===== config.mk =====
export PLATFORM = sky130hd
export DESIGN_NAME = pipe_cf_scaler
export DESIGN_NICKNAME = d
export VERILOG_FILES = /design/src/rtl/pipe_cf_scaler.sv
export SDC_FILE = /design/constraint.sdc
export NUM_CORES = 1
export LEC_CHECK = 0
export CAP_MARGIN = 20
export CORE_ASPECT_RATIO = 1.2
export CORE_MARGIN = 2
export CORE_UTILIZATION = 35
export CTS_BUF_LIST = sky130_fd_sc_hd__clkbuf_8
export DETAILED_ROUTE_END_ITERATION = 10
export GPL_ROUTABILITY_DRIVEN = 0
export PLACE_DENSITY = 0.62
export SLEW_MARGIN = 20
export SYNTH_ARGS = -nofsm -noshare
export SYNTH_HDL_FRONTEND = slang
export SYNTH_SLANG_ARGS = --single-unit

===== constraint.sdc =====
create_clock -name clk -period 2.3 [get_ports clk]
set_clock_uncertainty 0.1 [all_clocks]
set_input_delay 0.23 -clock clk [delete_from_list [all_inputs] [get_ports clk]]
set_output_delay 0.23 -clock clk [all_outputs]
set_load 0.05 [all_outputs]

===== src/rtl/pipe_cf_scaler.sv =====
// Elastic multi-channel correction-factor pipe: scales each channel by i_cf, passing 0/all-ones codes through.
// Define PIPE_CF_SAT_EN to saturate overflowing channels to all-ones instead of truncating.
module pipe_cf_scaler #(
    parameter int NUM_CH = 2,
    parameter int DATA_W = 16,
    parameter int CF_W   = 2,
    parameter int STAGES = 2,
    parameter int CNT_W  = 32
) (
    input  logic                     clk,
    input  logic                     rst_n,
    input  logic [CF_W-1:0]          i_cf,
    input  logic                     i_en,
    input  logic                     i_valid,
    output logic                     i_ready,
    input  logic [NUM_CH*DATA_W-1:0] i_data,
    output logic                     o_valid,
    input  logic                     o_ready,
    output logic [NUM_CH*DATA_W-1:0] o_data,
    output logic [NUM_CH-1:0]        o_ovf,
    output logic [CNT_W-1:0]         o_sample_cnt
);

    localparam int W    = NUM_CH * DATA_W;
    localparam int LAST = STAGES - 1;

    logic [STAGES-1:0] vld_r;
    logic [STAGES-1:0] adv_s;
    logic [W-1:0]      data_r [STAGES];
    logic [NUM_CH-1:0] ovf_r  [STAGES];
    logic [W-1:0]      corr_data_s;
    logic [NUM_CH-1:0] corr_ovf_s;
    logic [DATA_W:0]   ch_res_s;
    logic [CNT_W-1:0]  cnt_r;

    // Returns {ovf, result} for one channel.
    function automatic logic [DATA_W:0] correct_ch(
        input logic [DATA_W-1:0] d,
        input logic [CF_W-1:0]   cf,
        input logic              en
    );
        logic [DATA_W+CF_W-1:0] p;
        logic                   ovf;
        logic [DATA_W-1:0]      res;
        p = {{CF_W{1'b0}}, d} * {{DATA_W{1'b0}}, cf};
        if (!en || (d == {DATA_W{1'b0}}) || (d == {DATA_W{1'b1}})) begin
            ovf = 1'b0;
            res = d;
        end else begin
            ovf = |p[DATA_W+CF_W-1:DATA_W];
`ifdef PIPE_CF_SAT_EN
            res = ovf ? {DATA_W{1'b1}} : p[DATA_W-1:0];
`else
            res = p[DATA_W-1:0];
`endif
        end
        return {ovf, res};
    endfunction

    // Per-channel correction of the incoming sample.
    always_comb begin
        corr_data_s = {W{1'b0}};
        corr_ovf_s  = {NUM_CH{1'b0}};
        ch_res_s    = {(DATA_W+1){1'b0}};
        for (int k = 0; k < NUM_CH; k++) begin
            ch_res_s = correct_ch(i_data[k*DATA_W +: DATA_W], i_cf, i_en);
            corr_data_s[k*DATA_W +: DATA_W] = ch_res_s[DATA_W-1:0];
            corr_ovf_s[k] = ch_res_s[DATA_W];
        end
    end

    // Stage s may advance if o_ready is high or any stage from s to the output is empty.
    always_comb begin
        logic chain;
        chain = o_ready;
        adv_s = {STAGES{1'b0}};
        for (int s = LAST; s >= 0; s--) begin
            chain    = chain | ~vld_r[s];
            adv_s[s] = chain;
        end
    end

    assign i_ready = adv_s[0];

    // Pipeline stage registers and output handshake counter.
    always_ff @(posedge clk or negedge rst_n) begin
        if (!rst_n) begin
            vld_r <= {STAGES{1'b0}};
            for (int s = 0; s < STAGES; s++) begin
                data_r[s] <= {W{1'b0}};
                ovf_r[s]  <= {NUM_CH{1'b0}};
            end
            cnt_r <= {CNT_W{1'b0}};
        end else begin
            if (adv_s[0]) begin
                vld_r[0]  <= i_valid;
                data_r[0] <= corr_data_s;
                ovf_r[0]  <= corr_ovf_s;
            end
            for (int s = 1; s < STAGES; s++) begin
                if (adv_s[s]) begin
                    vld_r[s]  <= vld_r[s-1];
                    data_r[s] <= data_r[s-1];
                    ovf_r[s]  <= ovf_r[s-1];
                end
            end
            if (vld_r[LAST] && o_ready) begin
                cnt_r <= cnt_r + CNT_W'(1);
            end
        end
    end

    assign o_valid      = vld_r[LAST];
    assign o_data       = data_r[LAST];
    assign o_ovf        = ovf_r[LAST];
    assign o_sample_cnt = cnt_r;

endmodule


* Yosys cells after proc, flatten, opt, wreduce, memory -nomap -nowiden
Index checks and enable logic that the tools add are counted.
** Word-level totals
- Register bits :: 102
- Output and inout port bits :: 68
** Cells by class
- Add/sub/neg operators :: 1
- Multiply operators :: 2
- Equal/unequal tests :: 2
- Mux-type cells :: 4
- Bitwise operators :: 4
- Reduce and logical (&&, ||, !) cells :: 10
** Operators with widths (number)
- 16-bit by 2-bit multiplier with 18-bit output :: 2
- 32-bit by 1-bit adder with 32-bit output (second input constant) :: 1
- 16-bit == test (second input constant) :: 2
- 16-bit zero test :: 2
- 16-bit 2-to-1 mux :: 2
- 1-bit logical OR :: 4
- 2-bit OR reduction :: 2
- 1-bit 2-to-1 mux :: 2
- 1-bit inverter :: 2
- 1-bit OR :: 2
- 1-bit logical AND :: 1
- 1-bit zero test :: 1

* Longest topological paths before layout
- Depth in word-level cells :: 4
- Mapped depth :: 11
- Depth with buffers taken out :: 10

* Worst setup path before layout
No wires, ideal clock.
- Path type :: input to register
- Start point :: input i_cf[1]
- End point :: register data_r[45] (netlist bit)
- Data arrival time :: 2.157 ns
- Slack :: -0.085 ns
- Stages on the path :: 11
- Buffers on the path :: 1
- Cells stage by stage :: clkbuf_1 and2_1 ha_1 inv_1 fa_1 nand2b_1 a21oi_1 o311a_1 a41o_1 mux2i_1 nand3_1
** Between the ends
- Cells in the longest elaborated chain, start to end :: 2
** Ends and longest elaborated chain
- start, declared :: RTL line 12 : input logic [CF_W-1:0] i_cf,
- 16-bit by 2-bit multiplier with 18-bit output :: RTL line 45 : p = {{CF_W{1'b0}}, d} * {{DATA_W{1'b0}}, cf};
- 16-bit 2-to-1 mux :: RTL line 46 : if (!en || (d == {DATA_W{1'b0}}) || (d == {DATA_W{1'b1}})) begin
- end signal, assigned by index :: RTL line 90 : data_r[s] <= {W{1'b0}};
- end signal, assigned by index :: RTL line 103 : data_r[s] <= data_r[s-1];
- end, declared :: RTL line 29 : logic [W-1:0] data_r [STAGES];
Every way passes these cells.
A chain may end at the register's enable or synchronous reset.

* Final worst setup path
- Start point :: input i_data[3]
- End point :: register data_r[47] (netlist bit)
** Between the ends
- Cells in the longest elaborated chain, start to end :: 4
- Elaborated cells on any way between the ends :: 6
- Those cells by class :: mul: 1; eq/ne: 1; mux: 1; reduce/logical: 3
** Ends and longest elaborated chain
- start, declared :: RTL line 16 : input logic [NUM_CH*DATA_W-1:0] i_data,
- branches (longest 3 deep; another with 16-bit by 2-bit multiplier with 18-bit output)
- 16-bit 2-to-1 mux (*) :: RTL line 46
Mark *: on every way between the ends.

==> out/results.tsv <==
stage	metric	value	unit
status	status	finished clean	
synth	sequential element share of the synthesized area	38.7	%
routing	wire per inst	14.1	µm
power	Net Sw Frac	39.3	%
power	internal power	3.30	mW
clocking	clk root buf	clkbuf_8	
clocking	Reg clk slew, reported paths	0.11	ns
final_layout	FF/Latch Area	2550	µm²
power	clock network power share	19.3	%
setup_path	Setup Crit Path Kind	in2reg	
synth	Mean Syn Cell Area	8.51	µm²
synth	total of warnings raised by yosys	0	
global_route	number of global-route vias before repair	5861	
clocking	H-tree Lvls	3	
timing	Tightest Pin Transition	0.554	ns
floorplan	Die Ht	154	µm
global_route	initial antenna violation count	0	
final_layout	# diodes	0	
synth	Post-synth EDFFs	0	
timing	maximum clock frequency	0.456	GHz
clocking	Max Root-Sink Buffers	2	
global_route	gr usage total	17.7	%
floorplan	Starting Density	35.4	%
synth	flops & latches, synth	102	
routing	antenna violation net count after detailed routing	0	
flow_run	count of max-cap constraint violations	0	
placed_design	dpl cell area	8600	µm²
timing	setup TNS	0	ns
power	Seq pwr share	41.2	%
floorplan	die width	129	µm
setup_path	Max Fanout on Critical Path	4	
timing	final hold viol count	0	
routing	Iter 0 DRT Violations	339	
placed_design	I/O Buffers	106	
timing	max_slew headroom	62.9	%
floorplan	die area	20000	µm²
floorplan	core area	18600	µm²
setup_path	Worst setup SP type	primary input	
global_route	grt total ovfl	0	
timing	RSZ-0062 raised after global routing	no	
final_layout	Layout Nets	1032	
final_layout	Final Cell Area	9130	µm²
synth	Syn Nets	848	
floorplan	io pins	107	
global_route	largest net degree at the start of global routing	52	
synth	synthesized cell area	6600	µm²
final_layout	commonest cells after routing, fill and taps aside	172 x nand2_1, 126 x buf_4, 102 x dfrtp_1	
setup_path	CP Data Arrival Time	2.34	ns
power	Net Sw Power	2.14	mW
synth	Primary FF master, synth	dfrtp_1	
final_layout	final core utilization	49.0	%
timing	Pins Over Slew Limit	0	
worst_hold_path	Min-Delay Path Class	in2async	
synth	number of library cell types mapped by synthesis	62	
final_layout	synthesis-to-layout area growth	38.3	%
power	Power per Cell Area	595	nW/µm²
final_layout	Multi-input gate area	3880	µm²
clocking	worst-skew pair later-pin latency	0.37	ns
routing	Total Wirelength	17.2	mm
power	maximum vdd drop	0.499	mV
final_layout	Fill cells	1755	
clocking	CTS tree	built	
global_route	first-pass GRT wire length	28.7	mm
clocking	total CTS buffers	9	
synth	Post-Syn Instances	776	
setup_path	nature of the critical path endpoint	register	
timing	crit path time final	2.19	ns
clocking	clk sink count	102	
setup_path	Critical Path RT	2.45	ns
placed_design	post-DP HPWL	13.4	mm
setup_path	worst setup path start	i_data[3]	
power	Logic pwr share	39.5	%
routing	post-route DRC violation count	0	
power	Lkg Pwr	4.29	nW
final_layout	share of cells above drive strength 1	21.4	%
routing	vias	5920	
routing	DR pass1 iterations	5	
timing	ratio of final minimum period to clock period	95.3	%
synth	ys async rst share	100	%
routing	post-DR vias/cell	4.85	
setup_path	FF-to-FF Start	o_sample_cnt[0]	
floorplan	site row count	55	
final_layout	most common cell after layout, fill and taps aside	nand2_1	
timing	final setup fails	0	
## path summary, 6_finish.rpt
path	end	slack, ns	cells after the start
min	o_data[9]	0.24	2
min reg2reg	o_data[28]	0.37	2
min in group clk	data_r[36]	0.25	4
max reg2reg	o_sample_cnt[22]	0.41	7
max in group asynchronous	o_data[11]	1.16	3
max	data_r[47]	0.11	9
## through the flow
step                hold slack [ns]  worst slack, ns  std cells  total power, mW
floorplan                    -0.166          -0.0104        776             3.64
global placement              0.122           -0.630       1199             4.33
detailed placement            0.116           -0.699       1199             4.36
CTS                           0.230          0.00769       1220             5.48
global route                  0.265          0.00926       1220             5.76
finish                        0.241            0.108       1220             5.44
## synth_stat cells (2+ instances only)
| master | n | area share (%) |
|---|---|---|
| and3_1 | 13 | 1.2 |
| o21ai_1 | 13 | 0.99 |
| clkbuf_1 | 19 | 1.1 |
| a21oi_1 | 43 | 3.3 |
| dfrtp_1 | 102 | 39 |
| and2_1 | 57 | 5.4 |
| nor2b_1 | 2 | 0.19 |
| nand3b_1 | 2 | 0.23 |
| ha_1 | 31 | 5.9 |
| o211ai_1 | 5 | 0.57 |
| buf_4 | 36 | 4.1 |
| nand2_2 | 2 | 0.19 |
| nand4_2 | 2 | 0.38 |
| o21ai_0 | 20 | 1.5 |
| xor2_1 | 16 | 2.1 |
| nor2_1 | 35 | 2.0 |
| nand2_1 | 173 | 9.8 |
| nand4_1 | 17 | 1.6 |
| nor3_1 | 9 | 0.68 |
| xnor2_1 | 30 | 4.0 |
| a41o_1 | 2 | 0.30 |
| mux2_2 | 2 | 0.34 |
| o21a_1 | 5 | 0.57 |
| a31oi_1 | 9 | 0.85 |
| nand2b_1 | 9 | 0.85 |
| o31ai_1 | 2 | 0.23 |
| a211oi_1 | 5 | 0.57 |
| mux2i_1 | 11 | 1.7 |
| buf_6 | 2 | 0.34 |
| buf_2 | 6 | 0.45 |
| nor4_1 | 10 | 0.95 |
| inv_1 | 15 | 0.85 |
| nand3_2 | 3 | 0.45 |
| buf_1 | 4 | 0.23 |
| nor2_2 | 2 | 0.19 |
| fa_1 | 2 | 0.61 |
| and4_1 | 2 | 0.27 |
| nand3_1 | 27 | 2.0 |
| o2111a_1 | 2 | 0.34 |
| a21o_1 | 7 | 0.80 |
## flip-flops by register name, summed over array words and instances, names as in the netlist
name	count
data_r	32
vld_r	2
o_data	32
o_sample_cnt	32
ovf_r	2
o_ovf	2
## kinds of logic after synthesis
| family | synth area share [%] |
|---|---|
| AOI/OAI and AO/OA | 12.1 |
| DFF | 38.7 |
| adders and majority gates | 6.48 |
| muxes | 2.01 |
| xor gates and xnor gates | 6.10 |
| buffers and inverters | 7.05 |
| and+or+nand+nor | 27.6 |
## layout make-up
| type | instances | share of cell area [%] |
|---|---|---|
| clock buffers | 9 | 1.36 |
| well taps | 256 | 3.51 |
| clock inverters | 6 | 0.575 |
| inverters | 15 | 0.617 |
| multi-input cells | 592 | 42.5 |
| repair buffers | 240 | 23.5 |
| flip-flops and latches | 102 | 28.0 |
## routing by layer
metal,up-vias,wire length (µm),global-route usage [%]
li1,2987,-,-
met1,2761,8230,24.9
met2,151,7950,28.4
met3,21,739,2.04
met4,0,273,5.69
met5,-,0,0
## timing repair
action                                  4_1_cts  5_1_grt
hold endpoints to repair                     33        0
hold buffers                                  1        0
endpoints found under the setup margin       17       16
pin swaps                                    17       10
resized for setup                            46       17
setup buffers                                 5        0
## worst max-delay path, cell delays in order
cell and delay (ns):
clkdlybuf4s50_1 0.50, and2_1 0.19, ha_4 0.22, o211ai_1 0.27, a21oi_4 0.06, o311a_4 0.40
a31oi_4 0.19, mux2i_1 0.21, nand3_1 0.08
## power by group through the flow
stage          clock (mW)  sequential [mW]  combinational (mW)
2_1_floorplan           0             2.44                1.20
3_3_place_gp            0             2.27                2.06
3_5_place_dp            0             2.28                2.08
4_1_cts              1.10             2.24                2.14
5_1_grt              1.15             2.28                2.32
6_report             1.05             2.24                2.15
(Power assumes the default switching activity.)
